### src/rtl/ff256ct_pkg.sv
// ff256ct_pkg
//   Shared types and constants for the FF256 cosine-transform Wishbone master.
//   wbm_state_t : master FSM states, in bus-transaction order
//   ADR_LO/HI   : word addresses of the low/high 32-bit halves of a vector
//   SEL_ALL     : byte-select bit value, replicated to the byte-select width
package ff256ct_pkg;

    typedef enum logic [2:0] {
        IDLE,
        WR0,
        WR1,
        SETTLE,
        RD0,
        RD1,
        DONE
    } wbm_state_t;

    localparam logic ADR_LO  = 1'b0;
    localparam logic ADR_HI  = 1'b1;
    localparam logic SEL_ALL = '1;

    // States in which a strobe is presented to the peripheral.
    function automatic logic is_strobe_state(input wbm_state_t s);
        return (s == WR0) || (s == WR1) || (s == RD0) || (s == RD1);
    endfunction

    // States that hold the bus cycle open (strobes plus the settle gap).
    function automatic logic is_cycle_state(input wbm_state_t s);
        return is_strobe_state(s) || (s == SETTLE);
    endfunction

    function automatic logic is_write_state(input wbm_state_t s);
        return (s == WR0) || (s == WR1);
    endfunction

    function automatic logic is_high_word_state(input wbm_state_t s);
        return (s == WR1) || (s == RD1);
    endfunction

endpackage

### src/rtl/ff256ct_wb_timeout.sv
// ff256ct_wb_timeout
//   8-bit strobe watchdog. Counts cycles in which a strobe is waiting for ack.
//   clk     : clock
//   reset   : asynchronous, active-low reset
//   clr     : return count to zero (takes priority over en)
//   en      : strobe outstanding without ack this cycle
//   expired : this waiting cycle is the LIMIT-th one; the caller aborts on it
module ff256ct_wb_timeout #(
    parameter int unsigned LIMIT = 255
) (
    input  logic clk,
    input  logic reset,
    input  logic clr,
    input  logic en,
    output logic expired
);

    logic [7:0] count_q;
    logic [7:0] count_d;

    always_comb begin
        count_d = count_q;
        if (clr) begin
            count_d = '0;
        end else if (en) begin
            count_d = count_q + 8'd1;
        end
    end

    always_ff @(posedge clk or negedge reset) begin
        if (!reset) begin
            count_q <= '0;
        end else begin
            count_q <= count_d;
        end
    end

    // count_q holds the number of waiting cycles already elapsed, so the
    // current one is the LIMIT-th when count_q reaches LIMIT-1.
    assign expired = en && (count_q == 8'(LIMIT - 1));

endmodule

### src/rtl/ff256ct_wb_master.sv
// ff256ct_wb_master
//   Wishbone classic-cycle initiator for the FF256 cosine-transform peripheral.
//   Takes a 64-bit vector on in_*, writes it as two words (adr 0 = low,
//   adr 1 = high), waits for the peripheral result to settle, reads both
//   words back and offers the 64-bit result on out_*.
//   Streaming side : in_data/in_valid/in_ready, out_data/out_valid/out_ready,
//                    out_err (timeout abort), busy
//   Wishbone side  : adr_o, dat_o, dat_i, we_o, sel_o, stb_o, cyc_o, ack_i
//   All outputs are registered; reset is asynchronous, active-low.
module ff256ct_wb_master
    import ff256ct_pkg::*;
#(
    parameter int unsigned BUS_WIDTH     = 1,
    parameter int unsigned DATA_WIDTH    = 32,
    parameter int unsigned BE_WIDTH      = 4,
    parameter int unsigned SETTLE_CYCLES = 2,
    parameter int unsigned TIMEOUT       = 255
) (
    input  logic                  clk,
    input  logic                  reset,
    input  logic [63:0]           in_data,
    input  logic                  in_valid,
    output logic                  in_ready,
    output logic [63:0]           out_data,
    output logic                  out_valid,
    input  logic                  out_ready,
    output logic                  out_err,
    output logic                  busy,
    output logic [BUS_WIDTH-1:0]  adr_o,
    output logic [DATA_WIDTH-1:0] dat_o,
    input  logic [DATA_WIDTH-1:0] dat_i,
    output logic                  we_o,
    output logic [BE_WIDTH-1:0]   sel_o,
    output logic                  stb_o,
    output logic                  cyc_o,
    input  logic                  ack_i
);

    wbm_state_t            state_q, state_d;
    logic [63:0]           vec_q, vec_d;
    logic [63:0]           out_data_q, out_data_d;
    logic                  out_valid_q, out_valid_d;
    logic                  out_err_q, out_err_d;
    logic                  in_ready_q, in_ready_d;
    logic                  busy_q, busy_d;
    logic [BUS_WIDTH-1:0]  adr_q, adr_d;
    logic [DATA_WIDTH-1:0] dat_q, dat_d;
    logic                  we_q, we_d;
    logic [BE_WIDTH-1:0]   sel_q, sel_d;
    logic                  stb_q, stb_d;
    logic                  cyc_q, cyc_d;
    logic [7:0]            settle_q, settle_d;

    logic                  beat_ack;
    logic                  tmo_clr;
    logic                  tmo_en;
    logic                  tmo_expired;

    // ack_i only means something while our strobe is up.
    assign beat_ack = stb_q && ack_i;

    // Restart the watchdog whenever no strobe is out and at every completed
    // beat, so back-to-back beats (stb_o never falling) each get a full budget.
    assign tmo_clr  = !stb_q || ack_i;
    assign tmo_en   = stb_q && !ack_i;

    ff256ct_wb_timeout #(
        .LIMIT (TIMEOUT)
    ) u_timeout (
        .clk     (clk),
        .reset   (reset),
        .clr     (tmo_clr),
        .en      (tmo_en),
        .expired (tmo_expired)
    );

    always_comb begin
        state_d     = state_q;
        vec_d       = vec_q;
        out_data_d  = out_data_q;
        out_valid_d = out_valid_q;
        out_err_d   = out_err_q;
        settle_d    = settle_q;

        case (state_q)
            IDLE: begin
                if (in_valid && in_ready_q) begin
                    vec_d      = in_data;
                    out_data_d = '0;
                    state_d    = WR0;
                end
            end
            WR0: begin
                if (beat_ack) begin
                    state_d = WR1;
                end else if (tmo_expired) begin
                    state_d     = DONE;
                    out_valid_d = 1'b1;
                    out_err_d   = 1'b1;
                end
            end
            WR1: begin
                if (beat_ack) begin
                    state_d  = SETTLE;
                    settle_d = '0;
                end else if (tmo_expired) begin
                    state_d     = DONE;
                    out_valid_d = 1'b1;
                    out_err_d   = 1'b1;
                end
            end
            SETTLE: begin
                if (settle_q == 8'(SETTLE_CYCLES - 1)) begin
                    state_d = RD0;
                end else begin
                    settle_d = settle_q + 8'd1;
                end
            end
            RD0: begin
                if (beat_ack) begin
                    out_data_d[DATA_WIDTH-1:0] = dat_i;
                    state_d                    = RD1;
                end else if (tmo_expired) begin
                    state_d     = DONE;
                    out_valid_d = 1'b1;
                    out_err_d   = 1'b1;
                end
            end
            RD1: begin
                if (beat_ack) begin
                    out_data_d[2*DATA_WIDTH-1:DATA_WIDTH] = dat_i;
                    state_d                               = DONE;
                    out_valid_d                           = 1'b1;
                end else if (tmo_expired) begin
                    state_d     = DONE;
                    out_valid_d = 1'b1;
                    out_err_d   = 1'b1;
                end
            end
            DONE: begin
                if (out_valid_q && out_ready) begin
                    state_d     = IDLE;
                    out_valid_d = 1'b0;
                    out_err_d   = 1'b0;
                end
            end
            default: begin
                state_d = IDLE;
            end
        endcase

        // Bus and status outputs are decoded from the next state so the
        // registered copies line up with the state they belong to.
        in_ready_d = (state_d == IDLE);
        busy_d     = (state_d != IDLE);
        cyc_d      = is_cycle_state(state_d);
        stb_d      = is_strobe_state(state_d);
        we_d       = is_write_state(state_d);
        sel_d      = stb_d ? {BE_WIDTH{SEL_ALL}} : '0;
        adr_d      = is_high_word_state(state_d) ? BUS_WIDTH'(ADR_HI)
                                                 : BUS_WIDTH'(ADR_LO);
        case (state_d)
            WR0:     dat_d = vec_d[DATA_WIDTH-1:0];
            WR1:     dat_d = vec_d[2*DATA_WIDTH-1:DATA_WIDTH];
            default: dat_d = '0;
        endcase
    end

    always_ff @(posedge clk or negedge reset) begin
        if (!reset) begin
            state_q     <= IDLE;
            vec_q       <= '0;
            out_data_q  <= '0;
            out_valid_q <= 1'b0;
            out_err_q   <= 1'b0;
            in_ready_q  <= 1'b1;
            busy_q      <= 1'b0;
            adr_q       <= '0;
            dat_q       <= '0;
            we_q        <= 1'b0;
            sel_q       <= '0;
            stb_q       <= 1'b0;
            cyc_q       <= 1'b0;
            settle_q    <= '0;
        end else begin
            state_q     <= state_d;
            vec_q       <= vec_d;
            out_data_q  <= out_data_d;
            out_valid_q <= out_valid_d;
            out_err_q   <= out_err_d;
            in_ready_q  <= in_ready_d;
            busy_q      <= busy_d;
            adr_q       <= adr_d;
            dat_q       <= dat_d;
            we_q        <= we_d;
            sel_q       <= sel_d;
            stb_q       <= stb_d;
            cyc_q       <= cyc_d;
            settle_q    <= settle_d;
        end
    end

    assign in_ready  = in_ready_q;
    assign busy      = busy_q;
    assign out_data  = out_data_q;
    assign out_valid = out_valid_q;
    assign out_err   = out_err_q;
    assign adr_o     = adr_q;
    assign dat_o     = dat_q;
    assign we_o      = we_q;
    assign sel_o     = sel_q;
    assign stb_o     = stb_q;
    assign cyc_o     = cyc_q;

endmodule
### config.mk
export PLATFORM = sky130hd
export DESIGN_NAME = ff256ct_wb_master
export DESIGN_NICKNAME = d
export VERILOG_FILES = /design/src/rtl/ff256ct_pkg.sv /design/src/rtl/ff256ct_wb_timeout.sv /design/src/rtl/ff256ct_wb_master.sv
export SDC_FILE = /design/constraint.sdc
export NUM_CORES = 1
export LEC_CHECK = 0
export ABC_AREA = 1
export BUFFER_PORTS_ARGS = -buffer_cell sky130_fd_sc_hd__buf_2
export CAP_MARGIN = 10
export CORE_ASPECT_RATIO = 2
export CORE_MARGIN = 5
export CORE_UTILIZATION = 57
export DETAILED_ROUTE_END_ITERATION = 10
export GPL_ROUTABILITY_DRIVEN = 0
export PLACE_DENSITY_LB_ADDON = 0.3
export SYNTH_ARGS = -nofsm -noshare
export SYNTH_HDL_FRONTEND = slang
export SYNTH_SLANG_ARGS = --single-unit
### constraint.sdc
create_clock -name clk -period 2.9 [get_ports clk]
set_input_delay 0.435 -clock clk [delete_from_list [all_inputs] [get_ports clk]]
set_output_delay 0.435 -clock clk [all_outputs]
set_load 0.03 [all_outputs]
After elaboration in Yosys (flattened, before gate mapping)

Cells that the tools add are included.

Register bits: 191
Bits in latches: 0
RAM bits: 0
Bits in read-only memories: 0
Logic and storage cells: 100
Memories: 0

$add $sub $neg: 2
$mul: 0
Div/mod/pow operators: 0
$lt $le $gt $ge: 0
Eq/ne operators: 22
Shift operators: 0
Multiplexer cells: 31
Bitwise gates (word level): 0
Reduce and logical (&&, ||, !) cells: 29

Operators with widths:

| cell                | number |
|---|---|
| $mux 64             | 3 |
| $pmux 32 s2         | 3 |
| $mux 32             | 1 |
| $mux 8              | 4 |
| $mux 3              | 8 |
| $pmux 3 s7          | 1 |
| $add 8x1->8 const B | 2 |
| $ne 2x2->1 const B  | 8 |
| $pmux 8 s2          | 1 |
| $eq 3x3->1 const B  | 5 |
| $eq 3x2->1 const B  | 4 |
| $reduce_and 3->1    | 4 |
| $reduce_bool 2->1   | 5 |
| $eq 8x1->1 const B  | 1 |
| $eq 8x8->1 const B  | 1 |
| $mux 1              | 7 |
| $eq 3x1->1 const B  | 2 |
| $logic_not 3->1     | 2 |
| $logic_or 1x1->1    | 6 |
| $reduce_bool 3->1   | 2 |
| $logic_and 1x1->1   | 5 |
| $mux 4              | 1 |
| $reduce_and 4->1    | 1 |
| $reduce_or 4->1     | 1 |
| other kinds (5)     | 6 |

Logic depth before layout (Yosys ltp)

Word-level depth: 11
Gate-level depth with buffers: 12
Gate-level depth less buffers: 11

Cells and area by module

A second synthesis with hierarchy kept.

Cells, all modules: 907
Area total of the unflattened synthesis: 7906.3 um^2

Modules (own cells, without submodules):

| module             | times used | cells each | area an instance (um^2) |
|---|---|---|---|
| ff256ct_wb_master  | 1          | 848        | 7462.2 |
| ff256ct_wb_timeout | 1          | 59         | 444.2 |

Worst setup path after synthesis

OpenSTA, ideal clock, no wires.

Path type: register to register
Start: reg sel_o[2] (netlist name)
End: reg dat_q[19] (netlist: dat_o[19])
Setup time: 117 ps
Data arrival time: 1669 ps
Data required time: 2783 ps
Slack: 1115 ps
Stages on the path, launching flop included: 11
Clock period less this slack: 1785 ps
Cells stage by stage: dfrtp_1 inv_1 nor2_2 nand3_1 nor2_1 inv_1 nand2_1 nor2_4 buf_2 nand3_1 nand2_1

RTL lines:

| what                 | line                     | source |
|---|---|---|
| to (signal assigned) | ff256ct_wb_master.sv:194 | `dat_q <= dat_d;` |
| to (decl)            | ff256ct_wb_master.sv:47  | `logic [DATA_WIDTH-1:0] dat_q, dat_d;` |

Final worst setup path

Start: reg state_q[2]
End: reg dat_q[7] (netlist: dat_o[7])

Elaborated cells on any way between the ends: 20

RTL lines:

| what                                            | line                     | source |
|---|---|---|
| from (decl)                                     | ff256ct_wb_master.sv:39  | `wbm_state_t state_q, state_d;` |
| from (signal assigned)                          | ff256ct_wb_master.sv:186 | `state_q <= state_d;` |
| $eq 3x3->1 (tied with other cells)              | ff256ct_wb_master.sv:85  | `case (state_q)` |
| $pmux 3 s7 *                                    | ff256ct_wb_master.sv:85  |  |
| named net state_d[0]                            | ff256ct_wb_master.sv:39  |  |
| $eq 3x2->1 / $eq 3x1->1 (equally long branches) | ff256ct_wb_master.sv:162 | `case (state_d)` |
| $pmux 32 s2 *                                   | ff256ct_wb_master.sv:162 |  |
| named net dat_d[7]                              | ff256ct_wb_master.sv:47  |  |

The timed path passes the listed nets; every way through them passes the cells marked *.
A chain may end at the register's enable or synchronous reset.

==> results.toml <==
[timing]
slew_headroom_pct = 44.7
period_needed_ns = 2.29
fin_hold_ws_ns = 0.00204
tightest_slew_ns = 0.828
finalSetupTns_ns = 0
setup_violations = 0
hold_violations = 0
rsz0062_at_grt = "false"
period_share_pct = 78.9
clock.fmax_ghz = 0.437
clock_skew_ns = 0.0170
maxSlewViolCount = 0

[cts]
htreeDepth = 4
cts_tree = "done"
cts_made_buffers = 17
ctsHoldBuffers = 0
clock_path_buffers = 2
cts_sinks = 187
cts_root_buf = "clkbuf_16"
cts_setup_buffers = 0
ctsResizeCount = 0
clock_latency_ns = 0.43
path_clk_slew_ns = 0.07

[cells_and_area]
fin_util_pct = 70.7
final_nets = 1185
final_cell_mix = "nand2_1, buf_2, dfrtp_1, nand3_1, inv_1"
layout_commonest_cell = "nand2_1"
diodes = 0
drive_gt1_share_pct = 25.0
stdcell_count = 1248
area_growth_pct = 21.5

[power_and_ir_drop]
p_leak_nw = 5.35
peakVddDrop_mv = 0.600
p_per_area_nw_per_um2 = 1040

[floorplan]
fp-row-count = 60
core_um2 = 13400
die_w_um = 92.8
die_y_um = 176
die_area_um2 = 16300
start_util_pct = 58.2
ioPinCount = 209

[logic_synthesis]
synth_compound_area_share_pct = 5.95
yosys_register_bits = 187
synth_fa_ha_area_share_pct = 0.640
synth.area.mux_share_pct = 0
synth_xor_area_share_pct = 0.560
synth_nets = 996
syn_area_per_cell_um2 = 8.77
synthSimpleGateAreaFrac_pct = 25.5
synth_cell_types = 30
syn_area_um2 = 7820
synth_top_family_by_area = "simple AND/OR/NAND/NOR gates"
yosysWarnings = 0
synth_seq_area_share_pct = 59.9
syn_inst = 891

[route]
drc = 0
vias_per_cell = 5.06
dr.pass1.iters = 4
drtIter0Drc = 285
antenna_violating_nets_post_route = 0
post_drt_wl_per_cell_um = 15.0
totalWireLength_mm = 18.7
vias = 6318

[worst_setup_path]
arrival_ns = 2.64
critical_path.top_delay_family = "simple AND/OR/NAND/NOR gates"
cp_slowest_stage_delay_ns = 0.64
crit_type = "register to register"
setup.worst_path.start_class = "register"
timing.critical_path.cells = "inv_2, nand4_4, inv_2, nor2_2, nand2_4, nor2_4, nand3_1, nand2_1"
cp_max_fo = 33
critPathMostFrequentCell = "inv_2"
path_buf_inv = 2
crit_required_ns = 3.25
end_kind = "register"
critPathSlowestCell = "nor2_4"
rrSetupSlack_ns = 0.61

[global_routing]
grt_pass1_vias = 6412
grt_max_degree = 73
track_usage_pct = 24.2
gr-total-overflow = 0
grt_first_pass_wirelength_mm = 31.3
antenna_found_initial = 0

[place]
dp.cells = 1216
io_buffers = 208
dp_hpwl_mm = 13.2

[flow_run]
cap_violations = 0

[outcome]
status = "complete, no violations"

[min_path]
hold_class = "primary input to asynchronous set/reset pin"
cells in the mapped netlist:
master      n  area [µm²]
nor3_1      1        5.00
nor2_2      5        31.3
dfrtp_1   186        4650
xor2_1      5        43.8
nand2_4     3        33.8
a31o_2      1        8.76
nand3b_1    1        7.51
nand2_2     2        12.5
or2_2       1        6.26
o21ai_0    78         390
o21ai_1     1        5.00
clkbuf_1   19        71.3
a31oi_1     2        12.5
nor2_4      3        33.8
a21oi_1     8        40.0
nand4_1     3        18.8
ha_1        4        50.1
inv_2       4        15.0
o21ai_2     1        8.76
nand2_1   309        1160
nand3_1   112         561
nor2_8      1        20.0
buf_1       2        7.51
buf_6       3        33.8
nor2_1     24        90.1
inv_1      86         323
nand4_2     1        12.5
buf_2      18        90.1
dfstp_2     1        26.3
buf_4       6        45.0
layout make-up:
cell class | count | area [µm²]
Tap cell | 155 | 194
Sequential cell | 187 | 4680
Clock inverter | 14 | 145
Inverter | 90 | 338
Timing Repair Buffer | 218 | 1140
Clock buffer | 18 | 429
Fill cell | 1055 | 3940
Multi-Input combinational cell | 566 | 2570
cell families (layout without fill, tap and decap cells):
family / Yosys count / count (layout)
flops: 187 / 187
fa+ha+maj: 4 / 4
buf+inv: 138 / 340
simple gates: 466 / 466
xor+xnor: 5 / 5
compound gates: 91 / 91
path summary, 6_finish.rpt:
kind / from / to / depth (start not counted)
worst max-delay path: state_q[2]$_DFF_PN0_ / dat_o[7]$_DFF_PN0_ / 8
worst min-delay path: reset / u_timeout.count_q[7]$_DFF_PN0_ / 1
worst max register to register: state_q[2]$_DFF_PN0_ / dat_o[7]$_DFF_PN0_ / 8
worst min register to register: vec_q[47]$_DFF_PN0_ / vec_q[47]$_DFF_PN0_ / 2
max in group asynchronous: reset / vec_q[40]$_DFF_PN0_ / 2
min in group clk: in_data[33] / vec_q[33]$_DFF_PN0_ / 3
through the flow:
stage | setup slack, ns | area [µm²] | power [mW]
after floorplan | 1.11 | 7820 | 6.69
after global placement | 0.600 | 8920 | 7.58
after detailed placement | 0.561 | 8920 | 7.69
after CTS | 0.541 | 9500 | 9.95
after global routing | 0.357 | 9500 | 10.6
final | 0.612 | 9500 | 9.84
flip-flops by register name, summed over array words and instances (netlist names):
name,flops
busy,1
sel_o,1
state_q,3
adr_o,1
dat_o,32
out_valid,1
in_ready,1
cyc_o,1
u_timeout.count_q,8
out_data,64
vec_q,64
out_err,1
we_o,1
settle_q,8
metal layers:
metal  track usage, %  vias to the layer above  wire length [µm]  part of all wire (%)
met5                0                        -                 0                     0
met4             8.87                        0               472                   2.5
met3             6.73                       33              1210                   6.4
met2             42.9                      188              9910                    53
met1             27.7                     2930              7140                    38
li1                 -                     3167                 -                     -
power by group:
| group | internal (mW) | leakage, nW | switching, mW | total [mW] |
|---|---|---|---|---|
| registers | 3.42 | 2.47 | 0.362 | 3.79 |
| clock network | 1.15 | 0.275 | 1.08 | 2.23 |
| logic | 1.03 | 2.61 | 2.79 | 3.82 |
Note: power is estimated with default switching activity, not from simulation.
